<file path="src/rtl/imem_pkg.sv">
// imem_pkg: shared constants for the instruction-memory scheduler.
//   IMEM_BOOT / IMEM_RUN   : scheduler state encoding
//   IMEM_AW                : default word-address width of the memory port
//   IMEM_MAX_FETCH_RUN     : default contested-fetch run length before the loader wins
//   IMEM_ADDR_LSB          : lowest byte-address bit that reaches the memory port
//   IMEM_CNT_W             : width of the fetch-run counter
package imem_pkg;

    typedef logic [0:0] imem_state_t;

    localparam imem_state_t IMEM_BOOT = 1'b0;
    localparam imem_state_t IMEM_RUN  = 1'b1;

    localparam int unsigned IMEM_AW            = 16;
    localparam int unsigned IMEM_MAX_FETCH_RUN = 8;
    localparam int unsigned IMEM_ADDR_LSB      = 2;
    localparam int unsigned IMEM_CNT_W         = 8;

endpackage

</file>
<file path="src/rtl/imem_starve_cnt.sv">
// imem_starve_cnt: saturating count of consecutive contested fetch grants.
// Ports:
//   clk      in  : clock
//   rst_n    in  : synchronous reset, active HIGH despite the name
//   i_inc    in  : a contested fetch grant happened this cycle
//   i_clr    in  : loader idle or loader granted this cycle (wins over i_inc)
//   o_at_max out : count has reached MAX, loader must win the next contest
module imem_starve_cnt
    import imem_pkg::*;
#(
    parameter int unsigned MAX = IMEM_MAX_FETCH_RUN
) (
    input  logic clk,
    input  logic rst_n,
    input  logic i_inc,
    input  logic i_clr,
    output logic o_at_max
);

    logic [IMEM_CNT_W-1:0] r_cnt;
    logic                  w_at_max;

    assign w_at_max = (r_cnt == IMEM_CNT_W'(MAX));
    assign o_at_max = w_at_max;

    // Count contested fetch wins, holding at MAX until cleared.
    always_ff @(posedge clk) begin
        if (rst_n) begin
            r_cnt <= '0;
        end else if (i_clr) begin
            r_cnt <= '0;
        end else if (i_inc && !w_at_max) begin
            r_cnt <= r_cnt + IMEM_CNT_W'(1);
        end
    end

endmodule

</file>
<file path="src/rtl/imem_ctrl.sv">
// imem_ctrl: per-cycle scheduler for the single-port instruction memory,
// arbitrating fetch reads against program-loader writes.
// Optional boot phase enabled by defining IMEM_CTRL_BOOT_EN: fetch is held
// off the memory until the loader signals ld_done.
// Ports:
//   clk, rst_n                 : clock; synchronous reset, active HIGH
//   if_req, if_addr            : fetch read request and byte address
//   if_gnt                     : fetch read issued this cycle (combinational)
//   if_rvalid                  : read data for last cycle's grant is valid
//   ld_valid, ld_addr, ld_wdata: loader write request
//   ld_ready                   : loader write accepted this cycle (combinational)
//   ld_done                    : loader image complete (boot feature only)
//   ld_err                     : accepted loader write was misaligned
//   mem_ren/wen/addr/wdata     : memory port, combinational from the grant
//   boot_done                  : fetch is permitted
module imem_ctrl
    import imem_pkg::*;
#(
    parameter int unsigned AW            = IMEM_AW,
    parameter int unsigned MAX_FETCH_RUN = IMEM_MAX_FETCH_RUN
) (
    input  logic          clk,
    input  logic          rst_n,
    input  logic          if_req,
    input  logic [31:0]   if_addr,
    output logic          if_gnt,
    output logic          if_rvalid,
    input  logic          ld_valid,
    output logic          ld_ready,
    input  logic [31:0]   ld_addr,
    input  logic [31:0]   ld_wdata,
    input  logic          ld_done,
    output logic          ld_err,
    output logic          mem_ren,
    output logic          mem_wen,
    output logic [AW-1:0] mem_addr,
    output logic [31:0]   mem_wdata,
    output logic          boot_done
);

    logic w_in_boot;
    logic w_if_gnt;
    logic w_ld_gnt;
    logic w_ld_aligned;
    logic w_cnt_inc;
    logic w_cnt_clr;
    logic w_at_max;
    logic r_if_rvalid;

`ifdef IMEM_CTRL_BOOT_EN
    imem_state_t r_state;
    imem_state_t w_state_nxt;

    // State register.
    always_ff @(posedge clk) begin
        if (rst_n) begin
            r_state <= IMEM_BOOT;
        end else begin
            r_state <= w_state_nxt;
        end
    end

    // Leave BOOT only once no write is pending, so a final write issued
    // alongside ld_done still lands before fetch is let in.
    always_comb begin
        w_state_nxt = r_state;
        if (r_state == IMEM_BOOT && ld_done && !ld_valid) begin
            w_state_nxt = IMEM_RUN;
        end
    end

    assign w_in_boot = (r_state == IMEM_BOOT);

    logic w_unused;
    assign w_unused = ^{if_addr[31:AW+IMEM_ADDR_LSB], if_addr[IMEM_ADDR_LSB-1:0],
                        ld_addr[31:AW+IMEM_ADDR_LSB]};
`else
    assign w_in_boot = 1'b0;

    logic w_unused;
    assign w_unused = ^{if_addr[31:AW+IMEM_ADDR_LSB], if_addr[IMEM_ADDR_LSB-1:0],
                        ld_addr[31:AW+IMEM_ADDR_LSB], ld_done};
`endif

    // Grant decision; nothing is granted while reset is asserted.
    always_comb begin
        w_if_gnt  = 1'b0;
        w_ld_gnt  = 1'b0;
        w_cnt_inc = 1'b0;
        if (!rst_n) begin
            if (w_in_boot) begin
                w_ld_gnt = ld_valid;
            end else if (ld_valid && (!if_req || w_at_max)) begin
                w_ld_gnt = 1'b1;
            end else if (if_req) begin
                w_if_gnt  = 1'b1;
                w_cnt_inc = ld_valid;
            end
        end
    end

    assign w_cnt_clr = !ld_valid || w_ld_gnt;

    imem_starve_cnt #(
        .MAX (MAX_FETCH_RUN)
    ) u_starve_cnt (
        .clk      (clk),
        .rst_n    (rst_n),
        .i_inc    (w_cnt_inc),
        .i_clr    (w_cnt_clr),
        .o_at_max (w_at_max)
    );

    // Read data returns one cycle after the grant.
    always_ff @(posedge clk) begin
        if (rst_n) begin
            r_if_rvalid <= 1'b0;
        end else begin
            r_if_rvalid <= w_if_gnt;
        end
    end

    assign w_ld_aligned = (ld_addr[IMEM_ADDR_LSB-1:0] == '0);

    // Memory port driven straight from this cycle's grant.
    always_comb begin
        mem_ren   = w_if_gnt;
        mem_wen   = w_ld_gnt && w_ld_aligned;
        mem_addr  = '0;
        mem_wdata = '0;
        if (w_if_gnt) begin
            mem_addr = if_addr[IMEM_ADDR_LSB +: AW];
        end else if (w_ld_gnt) begin
            mem_addr  = ld_addr[IMEM_ADDR_LSB +: AW];
            mem_wdata = ld_wdata;
        end
    end

    assign if_gnt    = w_if_gnt;
    assign ld_ready  = w_ld_gnt;
    assign ld_err    = w_ld_gnt && !w_ld_aligned;
    // Masked during reset so a grant from the cycle before reset is not reported.
    assign if_rvalid = r_if_rvalid && !rst_n;
    assign boot_done = !rst_n && !w_in_boot;

endmodule
</file>
<file path="config.mk">
export PLATFORM = sky130hd
export DESIGN_NAME = imem_ctrl
export DESIGN_NICKNAME = d
export VERILOG_FILES = /design/src/rtl/imem_pkg.sv /design/src/rtl/imem_starve_cnt.sv /design/src/rtl/imem_ctrl.sv
export SDC_FILE = /design/constraint.sdc
export NUM_CORES = 1
export LEC_CHECK = 0
export CAP_MARGIN = 20
export CORE_ASPECT_RATIO = 1.25
export CORE_MARGIN = 10
export CORE_UTILIZATION = 23
export CTS_CLUSTER_SIZE = 20
export DETAILED_ROUTE_END_ITERATION = 10
export GPL_TIMING_DRIVEN = 0
export PLACE_DENSITY_LB_ADDON = 0.15
export SLEW_MARGIN = 20
export SYNTH_ARGS = -nofsm -noshare
export SYNTH_HDL_FRONTEND = slang
export SYNTH_SLANG_ARGS = --single-unit
</file>
<file path="constraint.sdc">
create_clock -name clk -period 5.5 [get_ports clk]
set_clock_uncertainty 0.15 [all_clocks]
set_input_delay 0.55 -clock clk [delete_from_list [all_inputs] [get_ports clk]]
set_output_delay 0.55 -clock clk [all_outputs]
set_load 0.005 [all_outputs]
</file>
; Word-level counts from Yosys, hierarchy flattened
; Cells that the tools add are included.
[classes]
add_sub_neg = 1
n_eq_ne = 1
n_mux = 12
n_reduce_logical = 14
[ops]
columns = operator, n
row1 = two-way mux 32 bit, 2
row2 = two-way mux 16 bit, 2
row3 = "adder 8 x 1 -> 8 bit, second input constant", 1
row4 = "== test 8 x 4 -> 1 bit, second input constant", 1
row5 = two-way mux 1 bit, 8
row6 = logical AND 1 bit, 5
row7 = zero test 1 bit, 5
row8 = zero test 2 bit, 1
row9 = logical OR 1 bit, 2
row10 = OR reduction 2 bit, 1
[word_totals]
reg_bits = 9
out_inout_bits = 55
elab_cells = 30

; Depth between registers and ports, before layout
[depth]
depth_word = 7
depth_mapped = 7
mapped_depth_nobuf = 5

; Cells and area by module
; Synthesis repeated with hierarchy kept, for this count alone.
[hier_totals]
cells_unflattened = 162
hier_area_um2 = 1507.7
[by_module_without_submodules]
columns = mod, instances, cells_per_inst, area_per_inst_um2
row1 = imem_ctrl, 1, 113, 1096.1
row2 = imem_starve_cnt, 1, 49, 411.6

; Least setup slack after synthesis
; Ideal clock, no wire load.
[synth_timing]
kind = reg-to-output
startpoint = register u_starve_cnt.r_cnt[0]
endpoint = output port mem_addr[10]
arrival_ns = 1.459
required_time_ns = 4.800
path_slack_ns = 3.341
path_stages_with_launch = 7
cell_sequence = dfxtp_1 > inv_1 > ha_1 > nand4bb_2 > o31a_4 > buf_6 > a32o_1
[synth_rtl]
columns = item, line_no
row1 = from (decl), imem_starve_cnt.sv:20  ; logic [IMEM_CNT_W-1:0] r_cnt;
row2 = from (signal assigned), imem_starve_cnt.sv:33  ; r_cnt <= r_cnt + IMEM_CNT_W'(1);
row3 = == test 8 x 4 -> 1 bit, imem_starve_cnt.sv:23  ; assign w_at_max = (r_cnt == IMEM_CNT_W'(MAX));
row4 = logical OR 1 bit, imem_ctrl.sv:93  ; end else if (ld_valid && (!if_req || w_at_max)) begin
row5 = logical AND 1 bit, imem_ctrl.sv:93
row6 = two-way mux 1 bit, imem_ctrl.sv:93
row7 = two-way mux 1 bit, imem_ctrl.sv:90  ; if (!rst_n) begin
row8 = via if_gnt, imem_ctrl.sv:26  ; output logic if_gnt,
row9 = two-way mux 16 bit, imem_ctrl.sv:131  ; if (w_if_gnt) begin
row10 = to (decl), imem_ctrl.sv:36  ; output logic [AW-1:0] mem_addr,
; The timed path passes the listed nets, and every way through them passes these cells.

; Worst setup path in the final report
[layout_timing]
startpoint = input port rst_n
endpoint = output port mem_addr[6]
[layout_between]
elab_chain_len = 3
[layout_lines]
columns = item, line_no
row1 = from (decl), imem_ctrl.sv:23  ; input logic rst_n,
row2 = two-way mux 1 bit, imem_ctrl.sv:90
row3 = two-way mux 16 bit, imem_ctrl.sv:133  ; end else if (w_ld_gnt) begin
row4 = two-way mux 16 bit *, imem_ctrl.sv:131
; Every way passes the cells marked *; elsewhere a longest branch is shown, timed or not.

==> flow_summary.yaml <==
run_status:
  outcome: "completed"
die:
  rows: 25
  start_util_pct: 23.8
  die_h_um: 89.9
  die-width_um: 75.9
  io_pins: 156
  core_area_mm2: 0.00378
  fp.dieArea_mm2: 0.00683
yosys:
  synth_seq_area_share_pct: 20.0
  syn_nets: 217
  synth_edf_count: 0
  syn_avg_cell_area_um2: 7.89
  synth-xor-area-share_pct: 2.92
  synth_compound_area_share_pct: 26.7
  synth_top_family_by_area: "simple AND/OR/NAND/NOR gates"
  muxShareOfSynthArea_pct: 0
  synth_fa_ha_area_share_pct: 2.78
  synth_top_flop_cell: "dfxtp_1"
  yosysWarningCount: 0
  synth-simple-area-share_pct: 37.6
  mappedNetlistArea_um2: 900
  yosysUniqueCellTypes: 27
  synth_cells: 114
  ys_ff_latch: 9
  async_flop_share_pct: 0
setup_path:
  arrival_ns: 2.59
  r2r_setup_slack_ns: 3.80
  crit_type: "in2out"
  crit_fanout: 10
  crit_required_ns: 4.80
  critPathLaunchType: "input port"
  r2r_end: "u_starve_cnt.r_cnt[4]"
  reg2regPathDepth: 5
  worstReg2RegStart: "u_starve_cnt.r_cnt[0]"
  endpoint_kind: "primary output"
timing:
  setup_viol: 0
  grt_setup_unrepaired: "no"
  worst_hold_slack_ns: 0.333
  worst_pin_slew_ns: 0.560
  slew_headroom_pct: 62.5
  slew_violations: 0
  report.final.hold_viol_count: 0
  period_needed_ns: 3.29
  worst_slack_ns: 2.21
  tns_ns: 0
  max_freq_ghz: 0.304
  fin_crit_sh_pct: 59.9
placement:
  pre_cts_ws_ns: 2.18
  dp.cells: 292
  portBuffers: 124
  gp_congestion: 0.737
  dpl_cell_area_mm2: 0.00221
  hpwl_um: 4540
global_routing:
  antenna_found_initial: 0
  grt_pass1_vias: 1587
  grt_start_max_net_pins: 12
  grt-ovfl-total: 0
  grt_usage_pct: 14.8
  grt_pass1_wl_um: 8290
clock_tree:
  ctsHtreeMaxLevel: 1
  numCtsBuffers: 3
  clock_path_buffers: 2
  cts_resized: 0
  clk_latency_ns: 0.23
  cts_sinks: 9
  cts_hold_repair.buffers: 0
  cts.clk_slew.worst_paths_ns: 0.04
  clock-root-buffer: "clkbuf_8"
  cts_tree: "yes"
  postCtsSetupRepairBufs: 0
drt:
  num_vias: 1416
  drt-total-wl_um: 5260
  drt-pass1-iter-count: 4
  ant_nets: 0
  dr.max_layer_used: "met4"
  drc_errors: 0
  routed_via_density: 4.78
  route.met2.wl_um: 2970
  met1_length_um: 1670
  drt_iter0_drc: 68
  wire_per_inst_um: 17.8
  wl_met3_um: 566
pwr:
  irDropWorstVdd_v: 0.0000672
  powerDensity_mw_per_mm2: 115
  total_power_uw: 260
  p_leak_nw: 0.905
cells_and_area:
  num_antenna_cells: 0
  design_area_mm2: 0.00225
  utilization_pct: 59.5
  area_growth_syn_to_layout_pct: 150
  fill_cells: 339
  drive_above_1_share_pct: 4.55
  nets: 346
  layout.cells.non_filler: 296
hold_path:
  hold_path.class: "reg2reg"
  min_path_cells: 2
  timing.hold.worst.start: "u_starve_cnt.r_cnt[7]"
  min_delay_worst_endpoint: "u_starve_cnt.r_cnt[7]"
run:
  cap_violations: 0
cells in the final DEF (no fill, tap or decap), types with 2 or more instances in the layout:
cell type / Yosys / final
clkdlybuf4s50_1: 0 / 124
and3_1: 34 / 34
a32o_1: 16 / 16
clkbuf_1: 9 / 10
dfxtp_1: 9 / 9
inv_1: 5 / 5
nor2_1: 5 / 5
nand3_1: 4 / 4
nor2b_1: 3 / 3
o21ai_0: 3 / 3
or3_1: 3 / 3
a21oi_1: 3 / 3
clkbuf_8: 0 / 3
buf_6: 2 / 2
buf_4: 2 / 2
xor2_1: 2 / 2
ha_1: 2 / 2
area by class of cell:
type                    count  area [um^2]  area share (%)
multi-input cells          87          629            27.9
inverters                   5         18.8           0.833
repair buffers            124         1240            55.1
flip-flops and latches      9          180            8.00
plain buffers              13         71.3            3.16
well taps                  54         67.6            3.00
clock buffers               4         45.0            2.00
synth_stat cells (2+ instances only):
library cell / instances / area [um^2]
and3_1: 34 / 213
a32o_1: 16 / 160
clkbuf_1: 9 / 33.8
dfxtp_1: 9 / 180
inv_1: 5 / 18.8
nor2_1: 5 / 18.8
nand3_1: 4 / 20.0
a21oi_1: 3 / 15.0
nor2b_1: 3 / 18.8
o21ai_0: 3 / 15.0
or3_1: 3 / 18.8
buf_4: 2 / 15.0
buf_6: 2 / 22.5
ha_1: 2 / 25.0
xor2_1: 2 / 17.5
where the power goes:
part / internal [mW] / total (mW) / switching (mW) / leakage, nW
sequential: 0.0663 / 0.0670 / 0.000740 / 0.0729
clock: 0.0505 / 0.0764 / 0.0260 / 0.0228
combinational: 0.0815 / 0.116 / 0.0346 / 0.809
total: 0.198 / 0.260 / 0.0613 / 0.905
sequential cells by signal (all words and copies together), names as in the netlist:
name,flops
u_starve_cnt.r_cnt,8
r_if_rvalid,1
worst max-delay path, cell delays in order:
cell and delay (ns):
clkdlybuf4s50_1 0.50, nor2b_1 0.14, clkbuf_1 0.24, clkbuf_1 0.40, a32o_1 0.24, clkdlybuf4s50_1 0.53
cells by family after synthesis:
logic type | after synthesis
adder cells (fa/ha/maj) | 2
AO/OA/AOI/OAI | 27
buffers and inverters | 18
AND/OR/NAND/NOR | 55
flip-flops | 9
XOR/XNOR | 3
how the worst max path moves through the flow:
stage	end	depth (start not counted)	slack, ns	from
3_5_place_dp	mem_addr[2]	6	2.18	rst_n
6_report	mem_addr[6]	6	2.21	rst_n
4_1_cts	mem_addr[6]	6	2.17	rst_n
2_1_floorplan	mem_addr[10]	6	3.34	u_starve_cnt.r_cnt[0]
5_1_grt	mem_addr[2]	6	2.00	rst_n
3_3_place_gp	mem_addr[6]	6	2.21	rst_n
metal layers:
layer  GRT usage, %  up-vias
met4           4.43        0
met1           12.6      653
met5              0        -
li1               -      693
met2           29.0       65
met3           6.97        5
Note: power is estimated with default switching activity, not from simulation.
